### config.mk
export PLATFORM = sky130hd
export DESIGN_NAME = step_to_angle
export DESIGN_NICKNAME = d
export VERILOG_FILES = /design/src/rtl/step_to_angle.sv
export SDC_FILE = /design/constraint.sdc
export NUM_CORES = 1
export LEC_CHECK = 0
export CAP_MARGIN = 0
export CORE_MARGIN = 3
export CORE_UTILIZATION = 55
export CTS_CLUSTER_SIZE = 24
export DETAILED_ROUTE_END_ITERATION = 6
export GPL_TIMING_DRIVEN = 0
export PLACE_DENSITY = 0.86
export SLEW_MARGIN = 20
export SYNTH_ARGS = -nofsm -noshare
export SYNTH_HDL_FRONTEND = slang
export SYNTH_SLANG_ARGS = --single-unit
export TNS_END_PERCENT = 100
### constraint.sdc
create_clock -name clk_in -period 9.35 [get_ports clk_in]
set_input_delay 2.805 -clock clk_in [delete_from_list [all_inputs] [get_ports clk_in]]
set_output_delay 2.805 -clock clk_in [all_outputs]
set_load 0.01 [all_outputs]
### src/rtl/step_to_angle.sv
// step_to_angle: decodes an external STEP/DIR pulse stream into a Q-format
// position, a scaled angle and the period between steps in microseconds.
module step_to_angle #(
  parameter int unsigned     SIZE           = 64,
  parameter logic [SIZE-1:0] SCALE_INV      = 64'h0000_0000_0010_624E,
  parameter int unsigned     SYSCLK         = 25000000,
  parameter int unsigned     SYNC_STAGES    = 2,
  parameter int unsigned     MIN_PULSE_CLKS = 2,
  parameter int unsigned     TIMEOUT_US     = 100000
) (
  input  logic            clk_in,
  input  logic            rst_in,
  input  logic            enable_in,
  input  logic            clear_in,
  input  logic            step_in,
  input  logic            dir_in,
  output logic [SIZE-1:0] position_out,
  output logic [SIZE-1:0] angle_out,
  output logic            angle_valid_out,
  output logic [31:0]     period_us_out,
  output logic            moving_out,
  output logic            overflow_out
);

  localparam int unsigned SF        = SIZE / 2;
  localparam int unsigned TICK_CLKS = SYSCLK / 1000000;
  localparam int unsigned TICK_W    = (TICK_CLKS > 1) ? $clog2(TICK_CLKS) : 1;
  localparam int unsigned FILT_W    = $clog2(MIN_PULSE_CLKS + 1);
  localparam int unsigned US_W      = 32;
  localparam logic [SIZE:0] INC     = (SIZE + 1)'(1) << SF;

  typedef enum logic [1:0] {
    S_IDLE,
    S_ARMED,
    S_TRACKING,
    S_STALLED
  } state_t;

  state_t                  r_state;
  state_t                  w_next_state;
  logic [SYNC_STAGES-1:0]  r_step_sync;
  logic [SYNC_STAGES-1:0]  r_dir_sync;
  logic [FILT_W-1:0]       r_filt_cnt;
  logic                    r_step_filt;
  logic                    r_step_filt_d;
  logic [TICK_W-1:0]       r_tick_cnt;
  logic [US_W-1:0]         r_us_cnt;
  logic [SIZE-1:0]         r_position;
  logic [SIZE-1:0]         r_angle;
  logic [31:0]             r_period;
  logic                    r_moving;
  logic                    r_overflow;
  logic                    r_valid_s0;
  logic                    r_valid_s1;
  logic                    r_angle_valid;
  logic signed [2*SIZE-1:0] r_product;

  logic                    w_step_s;
  logic                    w_dir_s;
  logic                    w_event;
  logic                    w_tick;
  logic                    w_accept;
  logic                    w_latch_period;
  logic                    w_zero_period;
  logic [SIZE:0]           w_pos_ext;
  logic [SIZE:0]           w_pos_sum;
  logic                    w_pos_ovf;
  logic signed [2*SIZE-1:0] w_pos_wide;
  logic signed [2*SIZE-1:0] w_scale_wide;
  logic signed [2*SIZE-1:0] w_product;
  logic                    w_prod_unused;

  assign w_step_s = r_step_sync[SYNC_STAGES-1];
  assign w_dir_s  = r_dir_sync[SYNC_STAGES-1];
  assign w_event  = r_step_filt & ~r_step_filt_d;
  assign w_tick   = (r_tick_cnt == TICK_W'(TICK_CLKS - 1));

  // Input synchronizers and glitch filter on the step level
  always_ff @(posedge clk_in or posedge rst_in) begin
    if (rst_in) begin
      r_step_sync   <= '0;
      r_dir_sync    <= '0;
      r_filt_cnt    <= '0;
      r_step_filt   <= 1'b0;
      r_step_filt_d <= 1'b0;
    end else begin
      r_step_sync   <= {r_step_sync[SYNC_STAGES-2:0], step_in};
      r_dir_sync    <= {r_dir_sync[SYNC_STAGES-2:0], dir_in};
      r_step_filt_d <= r_step_filt;
      if (w_step_s != r_step_filt) begin
        if (r_filt_cnt == FILT_W'(MIN_PULSE_CLKS - 1)) begin
          r_step_filt <= w_step_s;
          r_filt_cnt  <= '0;
        end else begin
          r_filt_cnt  <= r_filt_cnt + FILT_W'(1);
        end
      end else begin
        r_filt_cnt <= '0;
      end
    end
  end

  // Microsecond prescaler and saturating inter-step counter
  always_ff @(posedge clk_in or posedge rst_in) begin
    if (rst_in) begin
      r_tick_cnt <= '0;
      r_us_cnt   <= '0;
    end else begin
      if (clear_in || w_tick) r_tick_cnt <= '0;
      else                    r_tick_cnt <= r_tick_cnt + TICK_W'(1);
      if (clear_in || w_accept)
        r_us_cnt <= '0;
      else if (w_tick && (r_us_cnt != US_W'(TIMEOUT_US)))
        r_us_cnt <= r_us_cnt + US_W'(1);
    end
  end

  always_ff @(posedge clk_in or posedge rst_in) begin
    if (rst_in) r_state <= S_IDLE;
    else        r_state <= w_next_state;
  end

  // Next state and per-event control; clear beats a same-cycle event
  always_comb begin
    w_next_state   = r_state;
    w_accept       = 1'b0;
    w_latch_period = 1'b0;
    w_zero_period  = 1'b0;
    if (clear_in) begin
      w_next_state = enable_in ? S_ARMED : S_IDLE;
    end else if (!enable_in) begin
      w_next_state = S_IDLE;
    end else begin
      case (r_state)
        S_IDLE: w_next_state = S_ARMED;
        S_ARMED, S_STALLED: begin
          if (w_event) begin
            w_accept      = 1'b1;
            w_zero_period = 1'b1;
            w_next_state  = S_TRACKING;
          end
        end
        S_TRACKING: begin
          if (w_event) begin
            w_accept       = 1'b1;
            w_latch_period = 1'b1;
          end else if (r_us_cnt == US_W'(TIMEOUT_US)) begin
            w_zero_period = 1'b1;
            w_next_state  = S_STALLED;
          end
        end
        default: w_next_state = S_IDLE;
      endcase
    end
  end

  assign w_pos_ext = {r_position[SIZE-1], r_position};
  assign w_pos_sum = w_dir_s ? (w_pos_ext + INC) : (w_pos_ext - INC);
  assign w_pos_ovf = w_pos_sum[SIZE] ^ w_pos_sum[SIZE-1];

  // Position, period, status flags and pipeline entry
  always_ff @(posedge clk_in or posedge rst_in) begin
    if (rst_in) begin
      r_position <= '0;
      r_overflow <= 1'b0;
      r_period   <= '0;
      r_moving   <= 1'b0;
      r_valid_s0 <= 1'b0;
    end else begin
      r_moving <= (w_next_state == S_TRACKING);
      if (clear_in) begin
        r_position <= '0;
        r_overflow <= 1'b0;
        r_valid_s0 <= 1'b1;
      end else if (w_accept && w_pos_ovf) begin
        r_overflow <= 1'b1;
        r_valid_s0 <= 1'b0;
      end else if (w_accept) begin
        r_position <= w_pos_sum[SIZE-1:0];
        r_valid_s0 <= 1'b1;
      end else begin
        r_valid_s0 <= 1'b0;
      end
      if (clear_in || w_zero_period) r_period <= '0;
      else if (w_latch_period)       r_period <= r_us_cnt;
    end
  end

  assign w_pos_wide    = {{SIZE{r_position[SIZE-1]}}, r_position};
  assign w_scale_wide  = {{SIZE{SCALE_INV[SIZE-1]}}, SCALE_INV};
  assign w_product     = w_pos_wide * w_scale_wide;
  assign w_prod_unused = ^{r_product[2*SIZE-1:SF+SIZE], r_product[SF-1:0]};

  // Two-stage angle pipeline; slicing the product floors toward -inf
  always_ff @(posedge clk_in or posedge rst_in) begin
    if (rst_in) begin
      r_product     <= '0;
      r_valid_s1    <= 1'b0;
      r_angle       <= '0;
      r_angle_valid <= 1'b0;
    end else if (clear_in) begin
      r_product     <= '0;
      r_valid_s1    <= 1'b0;
      r_angle       <= '0;
      r_angle_valid <= 1'b0;
    end else begin
      r_product     <= w_product;
      r_valid_s1    <= r_valid_s0;
      r_angle_valid <= r_valid_s1;
      if (r_valid_s1) r_angle <= r_product[SF +: SIZE];
    end
  end

  assign position_out    = r_position;
  assign angle_out       = r_angle;
  assign angle_valid_out = r_angle_valid;
  assign period_us_out   = r_period;
  assign moving_out      = r_moving;
  assign overflow_out    = r_overflow;

endmodule
==> results.md <==
- The via count of the first global-routing pass is 18.1k.
- Among all flip-flop cells after synthesis, the most frequent one is sky130_fd_sc_hd__dfrtp_1.
- The synthesized netlist cell count is 2,387.
- Max-cap violations in this run came to 0.
- For this design the top-level I/O count stands at 169.
- The violation count after the first detailed-route iteration is 1,266.
- At the pin with the least slew margin, the transition time is 1100 ps.
- The pre-antenna-repair detailed-routing pass consisted of 6 iterations.
- The number of setup violations in the final report is 0.
- The flop and latch count out of synthesis is 224.
- In this run the standard cell core region covers 0.0398 mm2.
- The clock transition at the registers of the reported paths is 60 ps.
- The area of the die is 0.0429 mm2.
- Counting cells, the worst reg-to-reg path comes to 23.
- The die is 207 um tall.
- The share of synthesized area in the top cell type comes to 0.252.
- Detailed routing inserted a total of 17.1k vias.
- The peak supply drop is 0.165 mV.
- During placement, the flow inserted port buffers numbering 135.
- The maximum number of pins on one net before global-route repair is 108.
- For this design, the slowest cell found on the critical path is sky130_fd_sc_hd__dfrtp_1.
- Headroom to the max-slew limit came out at 0.263.
- For this run, asynchronously set or reset flops after synthesis account for 1.00.
- The post-cts repair resize count is 0.
- The most common cell after layout, fill and taps aside is sky130_fd_sc_hd__inv_1.
- The wire length of the first global-routing pass is 91,000 um.
- The floorplan die width is 207 um.
- Setup repair after global routing left no endpoint under its margin.
- The synthesized design contains 0 enable-type register cells.
- The count of different cell masters after synthesis is 70.
- Traced cell by cell, the critical path runs through inv_1, fa_1, inv_1, ha_1, inv_1, fa_1, inv_1, fa_1, fa_1, inv_1, fa_1, inv_1, ha_1, clkbuf_1, a21oi_1, o21ai_0, nor4_1, a41oi_1, nand2_1, o31ai_1, a21oi_1, or4_1, nand4_1.
- The critical path's most frequent cell is sky130_fd_sc_hd__inv_1.
- Row generation in the floorplan step produced 73 rows.
- The count of unresolved DRC violations after routing is 0.
- The estimated wirelength of the detail-placed design is 44,100 um.
- The initial antenna violation count is 0.
- Buffers added to address setup during post-CTS repair amount to 0.
- The areal power density over the cells is 173 mW/mm2.
- The pre-CTS worst setup slack is 1940 ps.
- The classification of the worst setup path is flop to flop.
- The number of pins with negative max-slew slack in the final report was 0.
- The repair_antennas step left the layout with diodes totalling 0.
- In this run the worst hold path is classified as flop to flop.
- The worst hold path was traced through 0 stages.
- At the later pin of the worst-skew pair, clock insertion delay measures 520 ps.
- The final weighted congestion of routability-driven global placement is 0.959.
- STA puts the critical path data required time at 9790 ps.
- The critical path capture point type is a flop.
- The mapped netlist covers 0.0222 mm2.
- Compared with the post-synthesis result, the final layout area differs by 13.8%.
- The starting utilization of the core area is 0.558.
- For this design, the sink count on the clock tree is 224.
- The final critical-path setup slack is 2150 ps.
- In the final layout, the share of cells above drive strength 1 is 0.0458.
- The minimum clock period is 7200 ps.
- The CTS root buffer is sky130_fd_sc_hd__clkbuf_16.
- The biggest area contributor in the post-synthesis netlist is sky130_fd_sc_hd__dfrtp_1.
- The final number of hold-violating endpoints is 0.
- The maximum clock skew at final layout is 10.7 ps.
- The remaining global-route overflow is 0.
- The number of buffers on the longest clock path is 3.
- In the final timing run, aggregate negative setup slack is 0 ps.
- For this run, the number of Yosys warnings is 0.
- The number of nets in the final layout is 3,092.
- The number of H-tree levels is 1.
- The total CTS buffers is 24.
- The standby leakage power is 13.2 nW.
- Leaving out fill and tap cells, the most frequent cells in the layout are sky130_fd_sc_hd__inv_1 (448), sky130_fd_sc_hd__ha_1 (273), sky130_fd_sc_hd__nor2_1 (228).
- The type of origin of the critical path is a flop.
- Of all nets on the critical path, the largest fanout is 9.
- Data arrives at the worst endpoint at 7640 ps.
- The average wire length per cell after detail routing is 17.6 um.
- The detail route stage leaves a number of antenna-violating nets equal to 0.
- Derived from the worst setup path, the maximum achievable clock frequency is 139 MHz.
- TritonCTS built the clock tree.
- On the worst path, the slowest cell contributes a delay of 710 ps.
- For this run, the total global-route usage over all layers was measured as 0.256.
- The synthesized area per cell is 9.31 um2.
- The total wire length after detailed routing is 55,400 um.
- In this run, post-CTS hold repair placed 0 buffers.
- Of the synthesized area, sequential elements account for 0.252.
- The run finished with clean final reports.
- The final cycle utilization of the critical path is 0.770.
- Dividing the detail-routed via count by the number of cells gives 5.44.
- In the post-synthesis netlist, the biggest area contributors are sky130_fd_sc_hd__dfrtp_1 (25%), sky130_fd_sc_hd__fa_1 (19%), sky130_fd_sc_hd__ha_1 (15%), sky130_fd_sc_hd__inv_1 (7.6%), sky130_fd_sc_hd__mux2i_1 (4.1%).
[synthesized netlist by cell type, drive strengths merged, types with 7 or more instances]
library cell,n
a211oi,11
a21o,37
a21oi,144
a31oi,9
and2,9
and3,14
buf,56
clkbuf,52
dfrtp,224
fa,210
ha,273
inv,450
mux2i,91
nand2,158
nand2b,9
nand3,40
nand4,26
nor2,229
nor2b,16
nor3,23
nor3b,7
nor4,11
o211ai,13
o21a,11
o21ai,58
o21bai,8
or2,7
xnor2,65
xor2,54
[per-layer routing]
metal	up-vias	part of all wire	global-route usage	routed length, um
met5	-	0	0	0
met4	0	0.038	0.0864	2100
met3	143	0.055	0.0268	3020
met2	557	0.48	0.438	26500
met1	8347	0.43	0.341	23700
li1	8057	-	-	-
[metrics by stage]
step                cells  instance area (um2)   util  hold slack (ps)  power, mW
floorplan            2440                22400      -              331       2.81
CTS                  3145                25300  0.635              350       4.37
global placement     3100                24400  0.613              333       3.28
finish               3145                25300  0.635              355       4.37
detailed placement   3102                24500  0.615              338       3.39
global route         3145                25300  0.635              355       4.74
[power breakdown]
part / internal, mW / switching (mW)
registers: 1.09 / 0.107
clock network: 0.577 / 0.393
logic: 0.869 / 1.34
[final timing paths]
kind,slack (ps),startpoint,to
worst max-delay path,2150,position_out[50],r_product[75]
max in group asynchronous,5500,rst_in,position_out[63]
min in group asynchronous,2600,rst_in,angle_out[2]
worst min register to register,350,r_dir_sync[0],r_dir_sync[1]
worst min-delay path,350,r_dir_sync[0],r_dir_sync[1]
worst max register to register,2150,position_out[50],r_product[75]
[state kept, by name, indices dropped and copies added (netlist names)]
signal / count
angle_out: 54
angle_valid_out: 1
moving_out: 1
overflow_out: 1
period_us_out: 32
position_out: 32
r_dir_sync: 2
r_filt_cnt: 2
r_product: 54
r_state: 2
r_step_filt: 1
r_step_filt_d: 1
r_step_sync: 2
r_tick_cnt: 5
r_us_cnt: 32
r_valid_s0: 1
r_valid_s1: 1
[critical path, delay by kind of cell (launching register included)]
family          cells  cell delay [ps]
fa+ha+maj           7             3130
compound gates      5             1660
simple gates        4              840
buf+inv             7              780
flops               1              710
[final cells by class]
class                   count  area, um2
fillers                  3167      14500
multi-input cells        1658      14500
flip-flops and latches    224       5610
inverters                 450       1700
repair buffers            137       1410
clock buffers              35        703
well taps                 525        657
plain buffers             108        611
clock inverters             8        100
[kinds of logic after synthesis]
logic type,after synthesis,synth area share
AO/OA/AOI/OAI,329,0.0923
AND/OR/NAND/NOR,575,0.117
adder cells (fa/ha/maj),483,0.343
XOR/XNOR,119,0.0469
other,2,0.000338
multiplexers,97,0.0446
flip-flops,224,0.252
buffers and inverters,558,0.103
Note: power is estimated with default switching activity, not from simulation.
